--- config.mk ---
export PLATFORM = sky130hd
export DESIGN_NAME = nibble_serial_adder_ctrl
export DESIGN_NICKNAME = d
export VERILOG_FILES = /design/src/rtl/nibble_serial_adder_ctrl.sv
export SDC_FILE = /design/constraint.sdc
export NUM_CORES = 1
export LEC_CHECK = 0
export BUFFER_PORTS_ARGS = -buffer_cell sky130_fd_sc_hd__buf_2
export CORE_MARGIN = 2
export CORE_UTILIZATION = 54
export CTS_CLUSTER_SIZE = 24
export DETAILED_ROUTE_END_ITERATION = 8
export HOLD_SLACK_MARGIN = 0.08
export PLACE_DENSITY = 0.79
export SETUP_SLACK_MARGIN = 0.15
export SLEW_MARGIN = 40
export SYNTH_ARGS = -nofsm -noshare
export SYNTH_HDL_FRONTEND = slang
export SYNTH_SLANG_ARGS = --single-unit
--- constraint.sdc ---
create_clock -name clk -period 2.97 [get_ports clk]
set_clock_uncertainty 0.15 [all_clocks]
set_input_delay 0.297 -clock clk [delete_from_list [all_inputs] [get_ports clk]]
set_output_delay 0.297 -clock clk [all_outputs]
set_load 0.01 [all_outputs]
--- src/rtl/nibble_serial_adder_ctrl.sv ---
// nibble_serial_adder_ctrl: WIDTH-bit add/sub on one 4-bit CLA slice,
// one nibble per cycle, LSB first, valid/ready on both sides.
// Ports:
//   clk, rst_n            clock, async active-low reset
//   in_valid/in_ready     request handshake; a, b, sub operands
//   out_valid/out_ready   result handshake; sum, cout, ovf, zero
//   busy                  high while nibbles are being processed

module fastcarry_4 (
  input  logic [3:0] a,
  input  logic [3:0] b,
  input  logic       cin,
  output logic [3:0] s,
  output logic       cout
);

  logic [3:0] g;
  logic [3:0] p;
  logic [4:0] c;

  assign g = a & b;
  assign p = a ^ b;

  assign c[0] = cin;
  assign c[1] = g[0] | (p[0] & c[0]);
  assign c[2] = g[1] | (p[1] & g[0])
              | (p[1] & p[0] & c[0]);
  assign c[3] = g[2] | (p[2] & g[1])
              | (p[2] & p[1] & g[0])
              | (p[2] & p[1] & p[0] & c[0]);
  assign c[4] = g[3] | (p[3] & g[2])
              | (p[3] & p[2] & g[1])
              | (p[3] & p[2] & p[1] & g[0])
              | (p[3] & p[2] & p[1] & p[0] & c[0]);

  assign s    = p ^ c[3:0];
  assign cout = c[4];

endmodule

module nibble_serial_adder_ctrl #(
  parameter int WIDTH = 16
) (
  input  logic             clk,
  input  logic             rst_n,
  input  logic             in_valid,
  output logic             in_ready,
  input  logic [WIDTH-1:0] a,
  input  logic [WIDTH-1:0] b,
  input  logic             sub,
  output logic             out_valid,
  input  logic             out_ready,
  output logic [WIDTH-1:0] sum,
  output logic             cout,
  output logic             ovf,
  output logic             zero,
  output logic             busy
);

  localparam int NIB = WIDTH / 4;
  localparam int IW  = (NIB > 1) ? $clog2(NIB) : 1;
  localparam logic [IW-1:0] LAST = IW'(NIB - 1);

  if ((WIDTH % 4) != 0 || WIDTH < 4) begin : g_chk
    $error("WIDTH must be a multiple of 4 and >= 4");
  end

  typedef enum logic [1:0] {
    IDLE,
    RUN,
    DONE
  } st_t;

  st_t state_q;
  st_t state_d;

  logic [IW-1:0]    idx_q;
  logic             carry_q;
  logic [WIDTH-1:0] a_r;
  logic [WIDTH-1:0] b_r;
  logic [WIDTH-1:0] sum_q;

  logic             accept;
  logic             last;
  logic             dn;
  logic [WIDTH-1:0] a_sh;
  logic [WIDTH-1:0] b_sh;
  logic [3:0]       nib_s;
  logic             nib_co;
  logic             msb_cin;

  // Operands are shifted so the active nibble lands in [3:0].
  assign a_sh = a_r >> {idx_q, 2'b00};
  assign b_sh = b_r >> {idx_q, 2'b00};

  fastcarry_4 u_cla (
    .a    (a_sh[3:0]),
    .b    (b_sh[3:0]),
    .cin  (carry_q),
    .s    (nib_s),
    .cout (nib_co)
  );

  assign last   = (idx_q == LAST);
  assign accept = in_valid && in_ready;

  always_comb begin
    state_d   = state_q;
    in_ready  = 1'b0;
    busy      = 1'b0;
    out_valid = 1'b0;
    unique case (state_q)
      IDLE: begin
        in_ready = 1'b1;
        if (in_valid) state_d = RUN;
      end
      RUN: begin
        busy = 1'b1;
        if (last) state_d = DONE;
      end
      DONE: begin
        out_valid = 1'b1;
        if (out_ready) state_d = IDLE;
      end
      default: state_d = IDLE;
    endcase
  end

  always_ff @(posedge clk or negedge rst_n) begin
    if (!rst_n) state_q <= IDLE;
    else        state_q <= state_d;
  end

  always_ff @(posedge clk or negedge rst_n) begin
    if (!rst_n) begin
      idx_q   <= '0;
      carry_q <= 1'b0;
      a_r     <= '0;
      b_r     <= '0;
      sum_q   <= '0;
    end else begin
      if (accept) begin
        a_r     <= a;
        b_r     <= sub ? ~b : b;
        carry_q <= sub;
        idx_q   <= '0;
        sum_q   <= '0;
      end else if (state_q == RUN) begin
        // sum is cleared on acceptance, so OR-ing each nibble in is exact.
        sum_q   <= sum_q
                 | (WIDTH'(nib_s) << {idx_q, 2'b00});
        carry_q <= nib_co;
        if (!last) idx_q <= idx_q + IW'(1);
      end
    end
  end

  // b_r already holds ~b for subtract, so this is the true MSB carry-in.
  assign msb_cin = a_r[WIDTH-1] ^ b_r[WIDTH-1] ^ sum_q[WIDTH-1];

  assign dn   = (state_q == DONE);
  assign sum  = sum_q;
  assign cout = dn & carry_q;
  assign ovf  = dn & (msb_cin ^ carry_q);
  assign zero = dn & (sum_q == '0);

endmodule

==> impl_metrics.yaml <==
outcome:
  status: "finished, final reports clean"
floorplanning:
  num_rows: 26
  die_h_um: 75.9
  coreArea_sq_mm: 0.00504
  die_w_um: 75.9
  dieArea_sq_mm: 0.00575
  initial_core_util_pct: 55.3
  io_pins: 59
sta:
  fin_tns_setup_ps: 0
  whs_ps: 93.1
  hold_viol_final: 0
  finalCritPeriodShare_pct: 87.9
  fmax_mhz: 383
  setup_viol: 0
  relSlewSlack_pct: 59.8
  finalMaxSlewViolations: 0
  rsz0062_at_grt: "false"
  max_slew.worst_pin.slew_ps: 601
  post-route-min-period_ps: 2610
cts:
  insertion_delay_ps: 310
  clock_sinks: 53
  tritoncts: "done"
  root_buffer: "clkbuf_8"
  clk_path_buf_depth: 2
  clkTransAtPathRegs_ps: 90
  cts_max_level: 2
  numCtsBuffers: 5
synthesis:
  synth.distinct_cells: 41
  synth_edf_count: 0
  yosysSeqAreaShare_pct: 47.6
  synth-seq-cells: 53
  syn_inst: 236
  async_flop_share_pct: 100
  ys.warnings.count: 0
  netlist_area_sq_mm: 0.00279
  post-synth-top-area-cell: "dfrtp_1"
  synth_flop_cell: "dfrtp_1"
  synth_area_per_cell_sq_um: 11.8
  synth_most_common_cell: "dfrtp_1"
  synthTopCellsByCount: "53 x dfrtp_1, 30 x nand2_1, 20 x xnor2_1, 18 x o21ai_0, 16 x mux2_4"
  synth.top_cells.by_area: "dfrtp_1 48%, mux2_4 8.6%, mux4_2 6.5%"
  synth_nets: 280
  synth.top_cell.area_share_pct: 47.6
layout:
  nets: 352
  final.fill_count: 392
  drive_above_1_share_pct: 32.5
  regArea_sq_mm: 0.00133
  multi_input_area_sq_mm: 0.00135
  area_delta_synth_final_pct: 20.8
  num_antenna_cells: 0
  fin_area_sq_mm: 0.00337
  stdcell_count: 378
grt:
  grt.total_usage_pct: 24.4
  first_global_vias: 2081
  overflow: 0
  grt_max_degree: 42
  antenna_found_initial: 0
  grt_first_pass_wirelength_um: 10100
pwr:
  cellPowerDensity_mw_per_mm2: 1180
  p_sw_share_pct: 42.6
  pwr-share-clk_pct: 10.4
  cellInternalPower_w: 0.00228
  comb_power_share_pct: 54.4
  p_sw_w: 0.00170
  p_leak_nw: 1.58
  seq_power_share_pct: 35.2
  ir_worst_vdd_v: 0.000545
critical_path:
  worst_ep_arrival_time_ps: 2680
  critPathMaxFanout: 14
  endpoint_kind: "flip-flop"
  setup.worst_path.class: "flip-flop to flip-flop"
  crit_required_ps: 3040
  critPathLaunchType: "flip-flop"
placed_design:
  place_congestion: 0.855
  port_buffers: 58
  placedInstanceArea_sq_mm: 0.00312
  dp_cells: 355
  hpwl_um: 4280
route:
  ant_nets: 0
  drt_iter0_markers: 219
  wire_per_inst_um: 16.4
  drc: 0
  avgViaCountPerCell: 5.46
  drtPass1Iterations: 4
  vias: 2065
  routed_wl_um: 6190
job:
  drv_cap: 0
hold_path:
  hp-class: "primary input to flip-flop"
-- metal layers --
metal  vias to the layer above  routed length [um]  part of all wire, %  track usage, %
li1                        986                   -                    -               -
met3                        13                 251                  4.1            5.82
met4                         0                 136                  2.2            9.75
met1                      1008                2740                   44            31.0
met5                         -                   0                    0               0
met2                        58                3060                   49            40.3
-- cell families (layout without fill, tap and decap cells) --
kind of cell	count (synthesis)	after routing	synth area share (%)
adder cells (fa/ha/maj)	7	7	3.41
multiplexers	25	25	15.4
XOR/XNOR	21	21	6.60
AND/OR/NAND/NOR	61	61	11.3
flip-flops	53	53	47.6
buffers and inverters	20	92	4.13
AO/OA/AOI/OAI	49	49	11.6
-- stage by stage --
step           util (%)  total power (W)  setup slack [ps]
6_report           66.8          0.00398               358
5_1_grt            66.8          0.00429               210
4_1_cts            66.6          0.00394               166
3_5_place_dp       61.9          0.00351               191
3_3_place_gp       61.8          0.00340               339
2_1_floorplan         -          0.00293               431
-- layout by cell type (no fill, tap or decap), types with 4 or more instances in the layout --
cell,instances
a21oi_1,7
a22o_1,4
buf_2,57
buf_4,8
clkbuf_8,6
dfrtp_1,52
dlygate4sd3_1,16
ha_1,6
mux2_4,16
mux4_2,8
nand2_1,30
nand2b_1,5
nor2_1,9
o2111ai_1,8
o211ai_1,8
o21ai_0,18
xnor2_1,20
-- power groups by stage --
stage | registers (W) | logic, W | clock network (W)
2_1_floorplan | 0.00127 | 0.00166 | 0
3_3_place_gp | 0.00139 | 0.00201 | 0
3_5_place_dp | 0.00140 | 0.00211 | 0
4_1_cts | 0.00139 | 0.00214 | 0.000410
5_1_grt | 0.00145 | 0.00239 | 0.000448
6_report | 0.00140 | 0.00216 | 0.000414
-- critical path, cell delays in order, from the launching register on --
cell and delay, ps:
dfrtp_2 600, mux4_2 590, ha_1 400, clkinv_1 260, o21a_1 320, o211ai_1 210
-- final cells by class --
cell class,count,share of cell area (%)
multi-input combinational,163,40.0
sequential,53,39.4
timing repair buffer,81,15.0
tap,70,2.60
clock buffer,7,2.56
inverter,4,0.446
-- sequential cells by signal, indices dropped and copies added, names as in the netlist --
signal,flops
b_r,16
state_q,2
a_r,16
sum,16
idx_q,2
carry_q,1
-- repair_timing --
item                                    4_1_cts  5_1_grt
hold buffers                                 15        1
setup buffers                                 0        0
endpoints found under the hold margin        53        1
resized for setup                             0        1
endpoints found under the setup margin        0       11
-- path summary, 6_finish.rpt --
| kind | start | end | cells past startpoint | slack, ps |
|---|---|---|---|---|
| worst max-delay path | idx_q[0] | sum[7] | 5 | 360 |
| worst min-delay path | a[10] | a_r[10] | 2 | 90 |
| worst max register to register | idx_q[0] | sum[7] | 5 | 360 |
| worst min register to register | b_r[12] | b_r[12] | 2 | 340 |
| max in group asynchronous | rst_n | sum[15] | 3 | 1810 |
| min in group asynchronous | rst_n | a_r[2] | 2 | 340 |
Power figures use the tool's default switching activity.
